<file path="src/rtl/muldiv_unit.sv">
// ---------------------------------------------------------------------------
// muldiv_unit
//   Iterative RV32M multiply/divide execution unit. One operation in flight at
//   a time; every op (special cases included) takes the same number of cycles,
//   so the control path can stall deterministically on busy.
//
//   Sequencing: IDLE --start--> CALC (WIDTH iterations) --> FIX (sign fix-up,
//   result registered, done pulse) --> IDLE.
//
// Ports
//   clk      : system clock, rising edge
//   rst      : asynchronous active-high reset, aborts any operation in flight
//   start    : request, sampled only while idle
//   op       : RV32M funct3 (MUL, MULH, MULHSU, MULHU, DIV, DIVU, REM, REMU)
//   rs1_val  : operand A (multiplicand / dividend)
//   rs2_val  : operand B (multiplier / divisor)
//   rd_in    : destination register index, latched with start
//   busy     : operation in progress
//   done     : one-cycle pulse, result valid
//   result   : final value, held until the next completion
//   rd_out   : destination index of the last accepted operation
//   write    : register-file write enable (done and rd_out != 0)
// ---------------------------------------------------------------------------
module muldiv_unit #(
  parameter int WIDTH = 32
) (
  input  logic             clk,
  input  logic             rst,
  input  logic             start,
  input  logic [2:0]       op,
  input  logic [WIDTH-1:0] rs1_val,
  input  logic [WIDTH-1:0] rs2_val,
  input  logic [4:0]       rd_in,
  output logic             busy,
  output logic             done,
  output logic [WIDTH-1:0] result,
  output logic [4:0]       rd_out,
  output logic             write
);

  localparam int CNT_W = (WIDTH > 1) ? $clog2(WIDTH) : 1;

  localparam logic [1:0] S_IDLE = 2'd0;
  localparam logic [1:0] S_CALC = 2'd1;
  localparam logic [1:0] S_FIX  = 2'd2;

  localparam logic [2:0] OP_MUL    = 3'b000;
  localparam logic [2:0] OP_MULH   = 3'b001;
  localparam logic [2:0] OP_MULHSU = 3'b010;
  localparam logic [2:0] OP_DIV    = 3'b100;
  localparam logic [2:0] OP_DIVU   = 3'b101;
  localparam logic [2:0] OP_REM    = 3'b110;

  localparam logic [WIDTH-1:0] MOST_NEG = {1'b1, {(WIDTH-1){1'b0}}};

  // Sequencing state
  logic [1:0]       state_q, state_d;
  logic [CNT_W-1:0] cnt_q, cnt_d;
  logic [2:0]       op_q, op_d;
  logic [4:0]       rd_q, rd_d;

  // Datapath: hi/lo hold {product} for multiply and {remainder, quotient}
  // for divide; m holds the multiplicand or divisor magnitude.
  logic [WIDTH-1:0] hi_q, hi_d;
  logic [WIDTH-1:0] lo_q, lo_d;
  logic [WIDTH-1:0] m_q, m_d;

  // Sign and special-case flags captured at start
  logic             a_neg_q, a_neg_d;
  logic             diff_neg_q, diff_neg_d;
  logic             div0_q, div0_d;
  logic             ovf_q, ovf_d;

  // Outputs
  logic             busy_q, busy_d;
  logic             done_q, done_d;
  logic [WIDTH-1:0] result_q, result_d;

  // Operand decode at start
  logic             a_signed, b_signed;
  logic             a_neg, b_neg;
  logic [WIDTH-1:0] a_mag, b_mag;

  // Per-iteration and fix-up datapath
  logic [WIDTH:0]     mul_sum;
  logic [WIDTH:0]     div_shift;
  logic [WIDTH:0]     div_trial;
  logic [2*WIDTH-1:0] prod;
  logic [2*WIDTH-1:0] prod_fix;
  logic [WIDTH-1:0]   quo_fix;
  logic [WIDTH-1:0]   rem_fix;
  logic [WIDTH-1:0]   fix_val;

  always_comb begin
    a_signed = (op == OP_MUL) || (op == OP_MULH) || (op == OP_MULHSU) ||
               (op == OP_DIV) || (op == OP_REM);
    b_signed = (op == OP_MUL) || (op == OP_MULH) ||
               (op == OP_DIV) || (op == OP_REM);
    a_neg    = a_signed && rs1_val[WIDTH-1];
    b_neg    = b_signed && rs2_val[WIDTH-1];
    // The most-negative value maps onto itself, which is the correct
    // unsigned magnitude.
    a_mag    = a_neg ? -rs1_val : rs1_val;
    b_mag    = b_neg ? -rs2_val : rs2_val;
  end

  always_comb begin
    // Shift-add step: add multiplicand when the multiplier LSB is set,
    // then shift the whole {carry, hi, lo} right by one.
    mul_sum   = {1'b0, hi_q} + (lo_q[0] ? {1'b0, m_q} : {(WIDTH+1){1'b0}});
    // Restoring step: bring the next dividend bit into the remainder and
    // try subtracting the divisor; a set MSB means the trial went negative.
    // The partial remainder stays below the divisor, so the W+1 bit window
    // never overflows (a zero divisor always accepts and just shifts).
    div_shift = {hi_q, lo_q[WIDTH-1]};
    div_trial = div_shift - {1'b0, m_q};

    prod      = {hi_q, lo_q};
    prod_fix  = diff_neg_q ? -prod : prod;
    quo_fix   = diff_neg_q ? -lo_q : lo_q;
    // With a zero divisor the remainder path ends holding |rs1|, so the
    // dividend-sign fix-up reproduces rs1 exactly.
    rem_fix   = a_neg_q ? -hi_q : hi_q;

    fix_val = prod_fix[WIDTH-1:0];
    case (op_q)
      OP_MUL:             fix_val = prod_fix[WIDTH-1:0];
      OP_DIV, OP_DIVU: begin
        if (div0_q)       fix_val = {WIDTH{1'b1}};
        else if (ovf_q)   fix_val = MOST_NEG;
        else              fix_val = quo_fix;
      end
      OP_REM, 3'b111: begin
        if (div0_q)       fix_val = rem_fix;
        else if (ovf_q)   fix_val = {WIDTH{1'b0}};
        else              fix_val = rem_fix;
      end
      default:            fix_val = prod_fix[2*WIDTH-1:WIDTH];
    endcase
  end

  always_comb begin
    state_d    = state_q;
    cnt_d      = cnt_q;
    op_d       = op_q;
    rd_d       = rd_q;
    hi_d       = hi_q;
    lo_d       = lo_q;
    m_d        = m_q;
    a_neg_d    = a_neg_q;
    diff_neg_d = diff_neg_q;
    div0_d     = div0_q;
    ovf_d      = ovf_q;
    busy_d     = busy_q;
    done_d     = 1'b0;
    result_d   = result_q;

    case (state_q)
      S_IDLE: begin
        if (start) begin
          state_d    = S_CALC;
          cnt_d      = '0;
          busy_d     = 1'b1;
          op_d       = op;
          rd_d       = rd_in;
          a_neg_d    = a_neg;
          diff_neg_d = a_neg ^ b_neg;
          div0_d     = (rs2_val == '0);
          ovf_d      = (op == OP_DIV || op == OP_REM) &&
                       (rs1_val == MOST_NEG) && (rs2_val == {WIDTH{1'b1}});
          hi_d       = '0;
          if (op[2]) begin
            lo_d = a_mag;   // dividend shifts out of lo, quotient shifts in
            m_d  = b_mag;
          end else begin
            lo_d = b_mag;   // multiplier shifts out of lo, product shifts in
            m_d  = a_mag;
          end
        end
      end

      S_CALC: begin
        if (op_q[2]) begin
          if (div_trial[WIDTH]) begin
            hi_d = div_shift[WIDTH-1:0];
            lo_d = {lo_q[WIDTH-2:0], 1'b0};
          end else begin
            hi_d = div_trial[WIDTH-1:0];
            lo_d = {lo_q[WIDTH-2:0], 1'b1};
          end
        end else begin
          hi_d = mul_sum[WIDTH:1];
          lo_d = {mul_sum[0], lo_q[WIDTH-1:1]};
        end
        if (cnt_q == CNT_W'(WIDTH-1)) begin
          state_d = S_FIX;
          cnt_d   = '0;
        end else begin
          cnt_d   = cnt_q + CNT_W'(1);
        end
      end

      S_FIX: begin
        result_d = fix_val;
        done_d   = 1'b1;
        busy_d   = 1'b0;
        state_d  = S_IDLE;
      end

      default: begin
        state_d = S_IDLE;
        busy_d  = 1'b0;
      end
    endcase
  end

  always_ff @(posedge clk or posedge rst) begin
    if (rst) begin
      state_q    <= S_IDLE;
      cnt_q      <= '0;
      op_q       <= '0;
      rd_q       <= '0;
      hi_q       <= '0;
      lo_q       <= '0;
      m_q        <= '0;
      a_neg_q    <= 1'b0;
      diff_neg_q <= 1'b0;
      div0_q     <= 1'b0;
      ovf_q      <= 1'b0;
      busy_q     <= 1'b0;
      done_q     <= 1'b0;
      result_q   <= '0;
    end else begin
      state_q    <= state_d;
      cnt_q      <= cnt_d;
      op_q       <= op_d;
      rd_q       <= rd_d;
      hi_q       <= hi_d;
      lo_q       <= lo_d;
      m_q        <= m_d;
      a_neg_q    <= a_neg_d;
      diff_neg_q <= diff_neg_d;
      div0_q     <= div0_d;
      ovf_q      <= ovf_d;
      busy_q     <= busy_d;
      done_q     <= done_d;
      result_q   <= result_d;
    end
  end

  assign busy   = busy_q;
  assign done   = done_q;
  assign result = result_q;
  assign rd_out = rd_q;
  assign write  = done_q && (rd_q != 5'd0);

endmodule

</file>
<file path="config.mk">
export PLATFORM = sky130hd
export DESIGN_NAME = muldiv_unit
export DESIGN_NICKNAME = d
export VERILOG_FILES = /design/src/rtl/muldiv_unit.sv
export SDC_FILE = /design/constraint.sdc
export NUM_CORES = 1
export LEC_CHECK = 0
export CELL_PAD_IN_SITES_DETAIL_PLACEMENT = 1
export CELL_PAD_IN_SITES_GLOBAL_PLACEMENT = 1
export CORE_MARGIN = 2
export CORE_UTILIZATION = 41
export CTS_BUF_LIST = sky130_fd_sc_hd__clkbuf_4
export DETAILED_ROUTE_END_ITERATION = 6
export PLACE_DENSITY = 0.86
export SLEW_MARGIN = 40
export SYNTH_ARGS = -nofsm -noshare
export SYNTH_HDL_FRONTEND = slang
export SYNTH_SLANG_ARGS = --single-unit
export TNS_END_PERCENT = 5
</file>
<file path="constraint.sdc">
create_clock -name clk -period 5 [get_ports clk]
set_clock_uncertainty 0.15 [all_clocks]
set_input_delay 1 -clock clk [delete_from_list [all_inputs] [get_ports clk]]
set_output_delay 1 -clock clk [all_outputs]
set_load 0.01 [all_outputs]
</file>
==> results.md <==
- Status: finished clean
- Top-area cell type share of the netlist area: 0.258
- Cts hold-fix bufs: 0
- Internal: approximately 5300 uW
- Total GRT Usage: 0.305
- WL/cell: roughly 23 um
- Synth-to-layout area growth: 12.8%
- Ratio of cells with drive above 1 in the final layout: 0.0621
- Worst hold slack: approximately 0.35 ns
- Die Footprint: 36800 sq um
- Largest area contributor in the netlist: dfrtp_1
- Share of flip-flops with an asynchronous set or reset: 1.00
- Vias per cell: roughly 6.3
- Final Setup Violations: 0
- Synth top cells by count: o21ai_0 (204), nand2_1 (190), nor2_1 (179)
- Number of flops mapped to enable cells by yosys: 0
- Largest cells by area after synthesis: dfrtp_1 (26%), o21ai_0 (7.1%), xnor2_1 (6.3%)
- FF+latch count, synth: approximately 150
- CP peak stage delay: between 0.7 and 0.8 ns
- Final hold vios: 0
- Register Area: 3730 sq um
- DR vias: 15200
- Num rows: between 60 and 70
- Fin Setup TNS: 0 ns
- Port Buffers: around 110
- Combinational share of power: 0.713
- Critical Path Sink Type: flip-flop
- Die H: 192 um
- Placed cell area: around 16000 sq um
- RSZ-0062 raised after global routing: no
- Number of fill cells: 4258
- Final period util: 0.882
- Cell with the most instances after synthesis: o21ai_0
- Die extent in x: 192 um
- Maximum fanout along the worst path: 7
- Antenna Nets Post-Route: 0
- Clock share of power: 0.065
- Post_cts resized: 0
- Drt drc: 0
- FMAX: between 0.2 and 0.25 GHz
- Number of global-route vias before repair: approximately 15000
- Io pins: between 100 and 150
- Seq pwr share: 0.221
- CTS tree: yes
- Syn avg cell area: about 7.7 sq um
- Max cap viols: 0
- Starting Density: 0.418
- Main synth FF type: dfrtp_1
- WP data arrival: around 4.9 ns
- Net Switching: 6590 uW
- Startpoint types: flip-flop
- Cts bufs inserted: 17
- Sw frac: 0.552
- Max Buffers Root-to-Sink: 2
- CP required: roughly 5.4 ns
- Critical Path, Cell by Cell: and2_1 -> ha_1 -> inv_1 -> fa_1 -> nor2b_1 -> o31a_1 -> nor4_1 -> o31ai_1 -> a211oi_1 -> buf_4 -> o31ai_1 -> a41oi_1 -> o21ai_0 -> o311a_1
- Net Count, Synth: slightly above 2000
- Finished Cell Area: approximately 16000 sq um
- Clock tree sinks: roughly 150
- Core footprint: between 30000 and 40000 sq um
- Post-synthesis sequential area ratio: 0.258
- Root Driver: clkbuf_4
- Layout net count: approximately 2100
- Mapped Cells: approximately 1900
- Total gr overflow: 0
- Post-DP HPWL: 43600 um
- Placed Cells: ~2400
- Initial antenna violation count: 1
- Largest net degree at the start of global routing: 80
- H-tree depth: 4
- Post-synth cell types: 76
- Final Non-Filler Cells: approximately 2400
- Worst-path clk slew: roughly 0.16 ns
- Static Leak: around 0.0067 uW
- Worst rel slew slack: 0.391
- Final Util: 0.471
- Fin crit period: around 4.4 ns
- Global-route wire length before repair: between 80000 and 90000 um
- Clk_lat worst skew: 0.65 ns
- DRT iter0 DRCs: 1396
- Detailed Route WL: 55900 um
- Multi-input logic area: ~10000 sq um
- Gpl congestion: 0.952
- HP Class: reg -> reg
- Worst Max-Slew Pin Slew: around 0.9 ns
- WS Path Type: reg -> reg
- Slew Viols, Final: 0
- Max IR drop VDD: around 0.3 mV
- Pwr Density: about 730 nW/um^2
- Crit-path slowest cell: o31ai_1
- Setup Buffers After CTS: 0
- Number of synthesis warnings: 0
- CP most frequent cell: o31ai_1
- Cell Area, Synth: 14500 sq um
- Drt pass-1 iters: 6
-- power groups by stage --
| stage | sequential (uW) | clock, uW | combinational, uW |
|---|---|---|---|
| after floorplan | 2110 | 0 | 6240 |
| after global placement | 2570 | 0 | 7890 |
| after detailed placement | 2620 | 0 | 8280 |
| after CTS | 2590 | 792 | 8340 |
| after global routing | 2670 | 839 | 9270 |
| final | 2640 | 780 | 8510 |
-- cells in the final DEF, fill, tap and decap left out, drive strengths merged, types with 5 or more instances in the layout --
| master | Yosys | routed |
|---|---|---|
| or4 | 19 | 19 |
| ha | 71 | 71 |
| o211ai | 10 | 10 |
| nand4 | 22 | 22 |
| xnor2 | 104 | 104 |
| nand2b | 15 | 15 |
| or3 | 23 | 23 |
| mux2i | 58 | 58 |
| nand4b | 5 | 5 |
| and2 | 8 | 8 |
| o22ai | 12 | 12 |
| a211oi | 13 | 13 |
| dfrtp | 149 | 149 |
| clkdlybuf4s50 | 0 | 113 |
| a311oi | 5 | 5 |
| a22oi | 20 | 20 |
| o221ai | 26 | 26 |
| a31oi | 13 | 13 |
| clkbuf | 115 | 17 |
| a21oi | 155 | 155 |
| nor3 | 32 | 32 |
| o22a | 5 | 5 |
| nand2 | 190 | 190 |
| o41ai | 17 | 17 |
| xor2 | 92 | 92 |
| a21o | 37 | 37 |
| mux2 | 20 | 20 |
| o21ai | 217 | 217 |
| inv | 69 | 76 |
| a221oi | 7 | 7 |
| o31ai | 33 | 33 |
| nor2 | 179 | 179 |
| nor2b | 11 | 11 |
| clkinv | 1 | 6 |
| buf | 13 | 41 |
| o21a | 9 | 9 |
| or2 | 8 | 8 |
| nor4 | 13 | 13 |
| and3 | 13 | 13 |
| nand3 | 26 | 26 |
-- flip-flops by register name (all words and copies together), names as in the netlist --
signal	flops
rd_out	5
result	32
cnt_q	5
done	1
ovf_q	1
hi_q	32
a_neg_q	1
state_q	2
op_q	3
m_q	32
div0_q	1
diff_neg_q	1
busy	1
lo_q	32
-- critical path, delay by kind of cell (launching register included) --
kind                     cells  cell delay, ns
AO/OA/AOI/OAI                7            2.33
adder cells (fa/ha/maj)      2            0.62
buffers and inverters        2            0.27
flip-flops                   1            0.52
AND/OR/NAND/NOR              3            0.46
-- final cells by class --
| class | count | share of cell area |
|---|---|---|
| antenna | 1 | 0.000153 |
| clock buffer | 17 | 0.00782 |
| clock inverter | 15 | 0.00851 |
| inverter | 70 | 0.0163 |
| multi-input combinational | 1544 | 0.614 |
| sequential | 149 | 0.229 |
| tap | 455 | 0.0349 |
| timing repair buffer | 154 | 0.0896 |
-- logic make-up after synthesis --
logic type,Yosys count,synth area share
adder cells (fa/ha/maj),73,0.0642
AND/OR/NAND/NOR,578,0.187
multiplexers,78,0.0557
XOR/XNOR,196,0.119
buffers and inverters,198,0.0519
AO/OA/AOI/OAI,619,0.265
flip-flops,149,0.258
-- worst paths after layout --
check / from / to / slack (ns) / depth (start not counted)
min in group asynchronous: rst / result[12]$_DFFE_PP0P_ / 0.64 / 2
worst min-delay path: result[9]$_DFFE_PP0P_ / result[9]$_DFFE_PP0P_ / 0.35 / 1
worst max register to register: lo_q[0]$_DFFE_PP0P_ / hi_q[31]$_DFFE_PP0P_ / 0.59 / 14
worst max-delay path: lo_q[0]$_DFFE_PP0P_ / hi_q[31]$_DFFE_PP0P_ / 0.59 / 14
worst min register to register: result[9]$_DFFE_PP0P_ / result[9]$_DFFE_PP0P_ / 0.35 / 1
max in group asynchronous: rst / lo_q[21]$_DFFE_PP0P_ / 3.15 / 3
-- per-layer routing --
| layer | global-route usage | vias up | wire length (um) |
|---|---|---|---|
| li1 | - | 6916 | - |
| met1 | 0.397 | 7579 | 23800 |
| met2 | 0.496 | 616 | 25800 |
| met3 | 0.0521 | 121 | 3700 |
| met4 | 0.138 | 0 | 2570 |
| met5 | 0 | - | 0 |
-- through the flow --
step	total power (uW)	setup WS, ns
floorplan	8340	1.21
global placement	10500	0.581
detailed placement	10900	0.477
CTS	11700	0.738
global route	12800	0.519
finish	11900	0.590
(Power assumes the default switching activity.)
